[src/rtl/sseg_pkg.sv]
// sseg_pkg: shared seven-segment constants (active-low hex patterns, segment bit positions)
package sseg_pkg;
  localparam logic [7:0] SSEG_OFF = 8'hFF;
  localparam int SEG_A = 0;
  localparam int SEG_B = 1;
  localparam int SEG_C = 2;
  localparam int SEG_D = 3;
  localparam int SEG_E = 4;
  localparam int SEG_F = 5;
  localparam int SEG_G = 6;
  localparam int SEG_DP = 7;
  localparam logic [6:0] HEX_SEG [16] = '{
    7'h40, 7'h79, 7'h24, 7'h30, 7'h19, 7'h12, 7'h02, 7'h78,
    7'h00, 7'h10, 7'h08, 7'h03, 7'h46, 7'h21, 7'h06, 7'h0E
  };
endpackage

[src/rtl/hex_to_sseg.sv]
// hex_to_sseg: 4-bit value to active-low {g..a} segment pattern
module hex_to_sseg
  import sseg_pkg::*;
(
  input  logic [3:0] val,
  output logic [6:0] seg
);
  assign seg = HEX_SEG[val];
endmodule

[src/rtl/sseg_scan_driver.sv]
// sseg_scan_driver: time-multiplexed seven-segment scan with per-frame input capture and dead time
module sseg_scan_driver
  import sseg_pkg::*;
#(
  parameter int NUM_DIGITS = 3,
  parameter int SCAN_DIV = 12000,
  parameter int BLANK_CYCLES = 120
) (
  input  logic                    clk,
  input  logic                    rst_n,
  input  logic                    enable,
  input  logic [4*NUM_DIGITS-1:0] digit_val,
  input  logic [NUM_DIGITS-1:0]   digit_dp,
  input  logic [NUM_DIGITS-1:0]   digit_blank,
  output logic [7:0]              sseg,
  output logic [NUM_DIGITS-1:0]   sseg_en,
  output logic                    frame_tick
);
  localparam int CW = SCAN_DIV > 1 ? $clog2(SCAN_DIV) : 1;
  localparam int IW = NUM_DIGITS > 1 ? $clog2(NUM_DIGITS) : 1;
  logic [CW-1:0] cnt;
  logic [IW-1:0] idx;
  logic [4*NUM_DIGITS-1:0] sh_val;
  logic [NUM_DIGITS-1:0] sh_dp, sh_blank;
  logic cap, slot_end, lit, cur_dp, cur_blank;
  logic [3:0] cur_val;
  logic [6:0] hex;
  assign cap = cnt == '0 && idx == '0;
  assign slot_end = cnt == CW'(SCAN_DIV - 1);
  // the capture cycle reads the inputs directly so it already shows the new frame
  always_comb begin
    cur_val = cap ? digit_val[3:0] : sh_val[idx*4 +: 4];
    cur_dp = cap ? digit_dp[0] : sh_dp[idx];
    cur_blank = cap ? digit_blank[0] : sh_blank[idx];
    lit = cnt >= CW'(BLANK_CYCLES) && enable && !cur_blank;
  end
  hex_to_sseg u_hex (.val(cur_val), .seg(hex));
  always_ff @(posedge clk or negedge rst_n) begin
    if (!rst_n) begin
      cnt <= '0;
      idx <= '0;
      sh_val <= '0;
      sh_dp <= '0;
      sh_blank <= '0;
      sseg <= SSEG_OFF;
      sseg_en <= '1;
      frame_tick <= 1'b0;
    end else begin
      cnt <= slot_end ? '0 : cnt + CW'(1);
      if (slot_end) idx <= idx == IW'(NUM_DIGITS - 1) ? '0 : idx + IW'(1);
      if (cap) begin
        sh_val <= digit_val;
        sh_dp <= digit_dp;
        sh_blank <= digit_blank;
      end
      sseg <= lit ? {~cur_dp, hex} : SSEG_OFF;
      sseg_en <= lit ? ~(NUM_DIGITS'(1) << idx) : '1;
      frame_tick <= cap;
    end
  end
endmodule
[config.mk]
export PLATFORM = sky130hd
export DESIGN_NAME = sseg_scan_driver
export DESIGN_NICKNAME = d
export VERILOG_FILES = /design/src/rtl/sseg_pkg.sv /design/src/rtl/hex_to_sseg.sv /design/src/rtl/sseg_scan_driver.sv
export SDC_FILE = /design/constraint.sdc
export NUM_CORES = 1
export LEC_CHECK = 0
export BUFFER_PORTS_ARGS = -buffer_cell sky130_fd_sc_hd__buf_2
export CAP_MARGIN = 10
export CORE_MARGIN = 5
export CORE_UTILIZATION = 45
export DETAILED_ROUTE_END_ITERATION = 7
export PLACE_DENSITY = 0.68
export SYNTH_ARGS = -nofsm -noshare
export SYNTH_HDL_FRONTEND = slang
export SYNTH_SLANG_ARGS = --single-unit
export TNS_END_PERCENT = 5
[constraint.sdc]
create_clock -name clk -period 2.45 [get_ports clk]
set_input_delay 0.3675 -clock clk [delete_from_list [all_inputs] [get_ports clk]]
set_output_delay 0.3675 -clock clk [all_outputs]
set_load 0.02 [all_outputs]
Word level (Yosys, flattened, before mapping) --
Memory sizes are Yosys's and may differ from the RTL's. Index checks and enable logic that the tools add are counted.
Operators by class: add/sub/neg operators 2, order comparisons 3, equality and inequality tests 2, shifts and indexed selects 2, mux-type cells 13, bitwise gates (word level) 3, reductions and logical operators 6
Operator list (count):
- $add A14 B1 Y14 const B | 1
- $eq A14 B14 Y1 const B | 1
- $ge A14 B7 Y1 const B | 1
- $logic_not A14 Y1 | 1
- $mux W14 | 1
- $mux W7 | 2
- $shiftx A12 B5 Y4 | 1
- $mux W8 | 1
- $ge A5 B5 Y1 const B | 1
- $not A4 Y5 | 1
- $bmux W1 S2 | 2
- $mux W1 | 4
- $mux W4 | 1
- $logic_and A1 B1 Y1 | 3
- $lt A2 B3 Y1 const B | 1
- $mux W3 | 1
- $not A3 Y3 | 1
- $shl A1 B2 Y3 const A | 1
- $add A2 B1 Y2 const B | 1
- $eq A2 B2 Y1 const B | 1
- $logic_not A2 Y1 | 1
- $mux W2 | 1
- $logic_not A1 Y1 | 1
- $not A1 Y1 | 1
Storage, ports and cells: flip-flop bits (word level) 46, ROM bits 112, output and inout port bits 12, logic and storage cells 40, memories 1
Memories:
- (name not given) | words 16, width 7, read ports 1, clocked after memory_dff 0, wr ports 0, RTL line hex_to_sseg.sv:8 | assign seg = HEX_SEG[val];

Logic depth before layout (Yosys ltp) --
Gate-level depths: netlist of run 1.
word-level depth 8, mapped depth 12, gate-level depth less buffers 12

By module --
A second synthesis of run 1 with hierarchy kept.
Second synthesis, totals: cells, all modules 209, area, all modules 2469.9 sq um
By module, submodules not included:
- sseg_scan_driver | times used 1, cells an instance 177, area each 2194.6 sq um
- hex_to_sseg | times used 1, cells an instance 32, area each 275.3 sq um

Least setup slack after synthesis of run 1 --
No wires, ideal clock.
path type register to register, start register cnt[0], end register sseg[5], setup time 0.094 ns, arrival time 2.277 ns, setup slack 0.079 ns, cell stages (with the launch flop) 12, clock period less this slack 2.371 ns, path through dfrtp_1 inv_1 ha_1 nor4b_4 nand4_4 o21ai_0 inv_1 ha_1 inv_1 nor2_1 nor2_1 o221ai_1
Between the ends: longest elaborated chain between the ends 8, elaborated cells on any way between the ends 13, those cells by class order compare (1); mux (5); bitwise (1); reduce/logical (5); memory (1)
Ends and longest elaborated chain:
- start: declaration | RTL line sseg_scan_driver.sv:21 | logic [CW-1:0] cnt;
- start signal: assignment | RTL line sseg_scan_driver.sv:49 | cnt <= slot_end ? '0 : cnt + CW'(1);
- $logic_not A14 Y1 | RTL line sseg_scan_driver.sv:28 | assign cap = cnt == '0 && idx == '0;
- $logic_and A1 B1 Y1 | RTL line sseg_scan_driver.sv:28
- $mux W4 | RTL line sseg_scan_driver.sv:32 | cur_val = cap ? digit_val[3:0] : sh_val[idx*4 +: 4];
- $not A4 Y5 (not written as such) | RTL line hex_to_sseg.sv:8
- $mem_v2 Z16 W7
- $mux W7 (not written as such) (2 in a row) | RTL line hex_to_sseg.sv:8
- $mux W8 (*) | RTL line sseg_scan_driver.sv:56 | sseg <= lit ? {~cur_dp, hex} : SSEG_OFF;
- end signal: assignment | RTL line sseg_scan_driver.sv:56
- end: declaration | RTL line sseg_scan_driver.sv:15 | output logic [7:0] sseg,
Mark *: on every way between the ends. The rest lies on a longest branch, timed or not. The select of a mux whose other input is x is not followed. A chain may end at the register's enable or synchronous reset.

Final worst setup path of run 1 --
start register cnt[0], end register sseg[2]
Same word-level chain as after synthesis.

==> results.sh, run 1 <==
export IMPL_cts_tree="done"
export IMPL_die_h_microns=81.5
export IMPL_ys_ff_latch=46
export IMPL_ant_nets=0
export IMPL_grt_pass1_vias=1516
export IMPL_dieArea_sq_mm=0.00665
export IMPL_cp_required_ps=2640
export IMPL_drive_above_1_share_pct=39.4
export IMPL_yosysUniqueCellTypes=42
export IMPL_crit_fanout=11
export IMPL_synthXorXnorAreaFrac_pct=4.57
export IMPL_synth_compound_area_share_pct=7.88
export IMPL_cp_common_cell="ha_1"
export IMPL_fin_crit_sh_pct=91.7
export IMPL_rsz0062_at_grt="false"
export IMPL_status="complete, no violations"
export IMPL_synth_edf_count=0
export IMPL_min_delay_path_class="in2async"
export IMPL_critPathSlowestCell="dfrtp_1"
export IMPL_port_buffers=32
export IMPL_cts_sinks=46
export IMPL_end_kind="flip-flop"
export IMPL_ys_seq_area_share_pct=50.6
export IMPL_synthMuxAreaShare_pct=14.6
export IMPL_syn_area_sq_mm=0.00230
export IMPL_worstSkewPairLatency_ps=290
export IMPL_finalHoldViolCount=0
export IMPL_n_antenna_cell=0
export IMPL_instances_no_fill=306
export IMPL_fp_row_count=26
export IMPL_drv_cap=0
export IMPL_grt_pass1_wl_mm=7.23
export IMPL_hold_buffers=0
export IMPL_first_pass_iters=4
export IMPL_slowest_delay_ps=410
export IMPL_yosys_most_used_dff="dfrtp_1"
export IMPL_wl_mm=4.08
export IMPL_setup_viol=0
export IMPL_syn_nets=224
export IMPL_antenna_found_initial=0
export IMPL_grt_start_max_net_pins=40
export IMPL_maxSlewViolCount=0
export IMPL_path_class="reg2reg"
export IMPL_ir_drop_mv=0.406
export IMPL_synthArstFlopShare_pct=100
export IMPL_yosys_area_share_simple_pct=14.8
export IMPL_layout_nets=265
export IMPL_cts_setup_buffers=0
export IMPL_cts_max_path_buffers=2
export IMPL_setup_ws_ps=204
export IMPL_cts_made_buffers=5
export IMPL_via_per_inst=4.89
export IMPL_post_route_util_pct=54.0
export IMPL_die_w_microns=81.5
export IMPL_holdWs_ps=175
export IMPL_synth_top_family_by_area="simple AND/OR/NAND/NOR gates"
export IMPL_hpwl_mm=3.10
export IMPL_root_buffer="clkbuf_8"
export IMPL_synth_cells=194
export IMPL_total_power_uw=1420
export IMPL_start_util_pct=45.7
export IMPL_cp_cell_sequence="inv_1 -> ha_1 -> nor4b_4 -> nand4_4 -> buf_8 -> mux2i_4 -> buf_4 -> ha_1 -> o311ai_0"
export IMPL_syn_avg_cell_area_sq_um=11.9
export IMPL_overflow=0
export IMPL_drcViolationCount=0
export IMPL_tightest_slew_ps=847
export IMPL_h_tree_depth=2
export IMPL_dp_slack_ps=-135
export IMPL_fin_skew_ps=4.08
export IMPL_maxClockFrequency_mhz=445
export IMPL_p_leak_uw=0.00118
export IMPL_crit_buf_inv=3
export IMPL_crit_family="buffers and inverters"
export IMPL_ys_warn_count=0
export IMPL_cp_start_kind="flip-flop"
export IMPL_cp_arrival_ps=2430
export IMPL_drtIter0Drc=68
export IMPL_yosys_area_share_adder_pct=4.89
export IMPL_min_period_ps=2250
export IMPL_slew_headroom_pct=43.5
export IMPL_cts_resized=1
export IMPL_num_vias=1496
export IMPL_p_per_area_mw_per_mm2=520
export IMPL_gp_congestion=0.774
export IMPL_area_growth_pct=18.4
export IMPL_core_sq_mm=0.00504
export IMPL_wl_per_cell_microns=13.3
export IMPL_grtUsageTotal_pct=14.3
export IMPL_placed_cells=298
export IMPL_io_pins=33
export IMPL_clk_pin_slew_ps=80
[layout make-up]
class | count | area (sq um)
fill | 430 | 2320
sequential | 46 | 1160
clock inverter | 3 | 40.0
multi-input combinational | 133 | 1090
inverter | 7 | 26.3
tap | 70 | 87.6
clock buffer | 5 | 68.8
timing repair buffer | 42 | 243
[kinds of logic (layout without fill, tap and decap cells)]
kind of cell | after synthesis | after routing
adder cells (fa/ha/maj) | 9 | 9
multiplexers | 29 | 29
flip-flops | 46 | 46
XOR/XNOR | 12 | 12
AND/OR/NAND/NOR | 56 | 56
AO/OA/AOI/OAI | 27 | 27
buffers and inverters | 15 | 57
[state kept, by name (all words and copies together), names as in the netlist]
name / count
sseg_en: 3
sh_blank: 3
idx: 2
sseg: 8
sh_dp: 3
sh_val: 12
frame_tick: 1
cnt: 14
[worst paths after layout]
kind,startpoint,end,slack (ps),cells after the start
worst max-delay path,cnt[0],sseg[2],200,9
worst min register to register,cnt[0],cnt[0],490,1
worst max register to register,cnt[0],sseg[2],200,9
worst min-delay path,rst_n,cnt[6],180,1
min in group clk,digit_dp[0],sseg[7],280,2
max in group asynchronous,rst_n,sseg[0],1560,2
[cells in the mapped netlist, drive strengths merged, types with 3 or more instances]
| master | n | share of area (%) |
|---|---|---|
| nor3 | 4 | 1.3 |
| nand2 | 12 | 2.0 |
| clkbuf | 3 | 0.49 |
| mux2 | 20 | 9.9 |
| inv | 7 | 1.1 |
| o211ai | 6 | 2.0 |
| dfstp | 11 | 13 |
| nand3 | 8 | 1.7 |
| ha | 9 | 4.9 |
| nor2 | 14 | 2.3 |
| and2 | 3 | 0.82 |
| xnor2 | 5 | 1.9 |
| o221ai | 3 | 1.1 |
| buf | 5 | 1.0 |
| dfrtp | 35 | 38 |
| xor2 | 7 | 2.7 |
| mux2i | 9 | 4.6 |
| a21oi | 5 | 1.1 |
| o21ai | 8 | 1.7 |
[cells in the final DEF, fill, tap and decap left out, drive strengths merged, types with 4 or more instances in the layout]
cell type and count:
buf 42, dfrtp 35, mux2 20, nor2 14, nand2 12, dfstp 11, ha 9, mux2i 9
nand3 8, o21ai 8, xor2 7, inv 7, o211ai 6, a21oi 5, xnor2 5, clkbuf 5
nor3 4
[where the power goes]
part / switching, uW / internal [uW]
clock network: 242 / 300
logic: 50.1 / 42.4
registers: 7.42 / 775
[routing by layer]
layer	GRT usage [%]	vias up	share of wire, %
li1	-	768	-
met1	18.8	691	48
met2	22.6	33	44
met3	4.82	4	6.2
met4	4.05	0	1.0
met5	0	-	0
[metrics by stage]
step                instance area, sq um  TNS (ps)
finish                              2730         0
detailed placement                  2590      -492
CTS                                 2700         0
global placement                    2590         0
global route                        2730         0
floorplan                           2300         0
(Power assumes the default switching activity.)
==> run 2, diff against run 1 <==
--- a/config.mk
+++ b/config.mk
@@ -10,7 +10,7 @@
 export CORE_MARGIN = 5
 export CORE_UTILIZATION = 45
 export DETAILED_ROUTE_END_ITERATION = 7
-export PLACE_DENSITY = 0.68
+export PLACE_DENSITY = 0.65
 export SYNTH_ARGS = -nofsm -noshare
 export SYNTH_HDL_FRONTEND = slang
 export SYNTH_SLANG_ARGS = --single-unit
==> constraint.sdc (replaced) <==
create_clock -name clk -period 2.61 [get_ports clk]
set_input_delay 0.783 -clock clk [delete_from_list [all_inputs] [get_ports clk]]
set_output_delay 0.783 -clock clk [all_outputs]
set_load 0.02 [all_outputs]
==> run 2 against run 1 <==
  * Power is 13% lower
  * Global-route usage is 0.56 points higher
  * Sequential cell count stayed put
  * Critical path type unchanged
  * Highest routed layer unchanged
==> results.sh, run 2 (synthesized netlist as in run 1, its figures left out) <==
export IMPL_finalHoldViolCount=0
export IMPL_grtUsageMet2_pct=22.1
export IMPL_hold_buffers=0
export IMPL_use_met3_pct=4.50
export IMPL_cts_made_buffers=5
export IMPL_ir_drop_mv=0.290
export IMPL_drtIter0Drc=69
export IMPL_start_util_pct=45.7
export IMPL_via_per_inst=5.00
export IMPL_timing_rr_start="cnt[0]"
export IMPL_largest_register="cnt"
export IMPL_cts_resized=0
export IMPL_wl_per_cell_microns=13.7
export IMPL_tns_ps=0
export IMPL_p_per_area_mw_per_mm2=457
export IMPL_drv_cap=0
export IMPL_die_h_microns=81.5
export IMPL_grt_start_max_net_pins=25
export IMPL_tightest_slew_ps=550
export IMPL_hpwl_mm=3.13
export IMPL_setup_viol=0
export IMPL_gr_usage_met1_pct=20.3
export IMPL_largest_register_ffs=14
export IMPL_final_cell_mix="35 x dfrtp_1, 32 x buf_2, 19 x mux2_2"
export IMPL_layout_nets=265
export IMPL_fin_crit_sh_pct=93.0
export IMPL_gr_max_usage_layer="met2"
export IMPL_cts_tree="done"
export IMPL_n_antenna_cell=0
export IMPL_cts_setup_buffers=0
export IMPL_grtUsageTotal_pct=14.9
export IMPL_h_tree_depth=2
export IMPL_cp_start_kind="flip-flop"
export IMPL_critPathSlowestCell="dfrtp_1"
export IMPL_min_period_ps=2430
export IMPL_cts_sinks=46
export IMPL_maxSlewViolCount=0
export IMPL_drive_above_1_share_pct=37.3
export IMPL_cp_required_ps=2840
export IMPL_ant_nets=0
export IMPL_io_pins=33
export IMPL_rsz0062_at_grt="false"
export IMPL_grt_pass1_vias=1551
export IMPL_placed_cell_area_sq_mm=0.00260
export IMPL_dp_slack_ps=66.4
export IMPL_drcViolationCount=0
export IMPL_fill_cells=453
export IMPL_p_leak_uw=0.00117
export IMPL_area_growth_pct=16.7
export IMPL_setup_ws_ps=182
export IMPL_die_w_microns=81.5
export IMPL_crit_fanout=12
export IMPL_fp_row_count=26
export IMPL_slew_headroom_pct=63.4
export IMPL_overflow=0
export IMPL_clk_pin_slew_ps=80
export IMPL_final_design_area_no_fill_sq_mm=0.00269
export IMPL_fin_skew_ps=6.66
export IMPL_maxClockFrequency_mhz=412
export IMPL_worstSkewPairLatency_ps=300
export IMPL_root_buffer="clkbuf_8"
export IMPL_cp_cell_sequence="inv_1 -> ha_1 -> nor4b_4 -> nand4_4 -> buf_4 -> mux2i_1 -> inv_1 -> ha_1 -> o21ai_0 -> a21oi_1 -> o21ai_1"
export IMPL_biggestRegsByFlops="cnt (14), sh_val (12), sseg (8)"
export IMPL_path_class="reg2reg"
export IMPL_grt_pass1_wl_mm=7.42
export IMPL_cp_arrival_ps=2660
export IMPL_slowest_delay_ps=410
export IMPL_end_kind="flip-flop"
export IMPL_num_vias=1530
export IMPL_cp_startpoint="cnt[0]"
export IMPL_layout_commonest_cell="dfrtp_1"
export IMPL_antenna_found_initial=0
export IMPL_status="complete, no violations"
export IMPL_dieArea_sq_mm=0.00665
export IMPL_min_delay_path_class="in2async"
export IMPL_cts_max_path_buffers=2
export IMPL_wl_mm=4.18
export IMPL_core_sq_mm=0.00504
export IMPL_gp_congestion=0.788
export IMPL_first_pass_iters=6
export IMPL_port_buffers=32
run 2: changes by cell type in the layout (fill, tap and decap cells not counted), sizes merged:
cell	before	now
bufinv	1	0
clkbuf	5	6
run 2: critical path, delay by kind of cell, from the launching register on:
family,cells,cell delay (ps)
AND/OR/NAND/NOR,2,400
adder cells (fa/ha/maj),2,450
flip-flops,1,410
AO/OA/AOI/OAI,3,380
multiplexers,1,290
buffers and inverters,3,440
run 2: per-stage QoR:
stage	instances	utilization, %	total power [uW]	hold slack (ps)
2_1_floorplan	194	-	791	449
3_3_place_gp	298	51.6	835	466
3_5_place_dp	298	51.6	836	492
4_1_cts	306	53.2	1250	481
5_1_grt	306	53.3	1300	497
6_report	306	53.3	1230	465
run 2: cell type report:
| type | instances | area [sq um] | share of cell area [%] |
|---|---|---|---|
| repair buffers | 42 | 248 | 9.22 |
| multi-input cells | 133 | 1080 | 40.2 |
| flip-flops and latches | 46 | 1160 | 43.3 |
| inverters | 7 | 26.3 | 0.978 |
| well taps | 70 | 87.6 | 3.26 |
| clock inverters | 2 | 8.76 | 0.326 |
| clock buffers | 6 | 72.6 | 2.70 |
run 2: report_power, final:
| part | switching (uW) | internal, uW | leakage (uW) |
|---|---|---|---|
| registers | 6.98 | 727 | 0.000549 |
| logic | 46.4 | 40.6 | 0.000575 |
| clock network | 222 | 184 | 0.0000426 |
run 2: per-layer routing:
layer / part of all wire [%] / up-vias
met5: 0 / -
met4: 1.7 / 0
met3: 5.5 / 6
met2: 44 / 35
met1: 49 / 726
li1: - / 763
run 2: final timing paths:
kind	endpoint	slack, ps	cells past startpoint
worst max register to register	sseg[3]	180	11
worst max-delay path	sseg[3]	180	11
worst min-delay path	cnt[4]	470	1
min in group clk	cnt[0]	490	1
max in group asynchronous	sseg[4]	1550	2
worst min register to register	cnt[0]	490	1
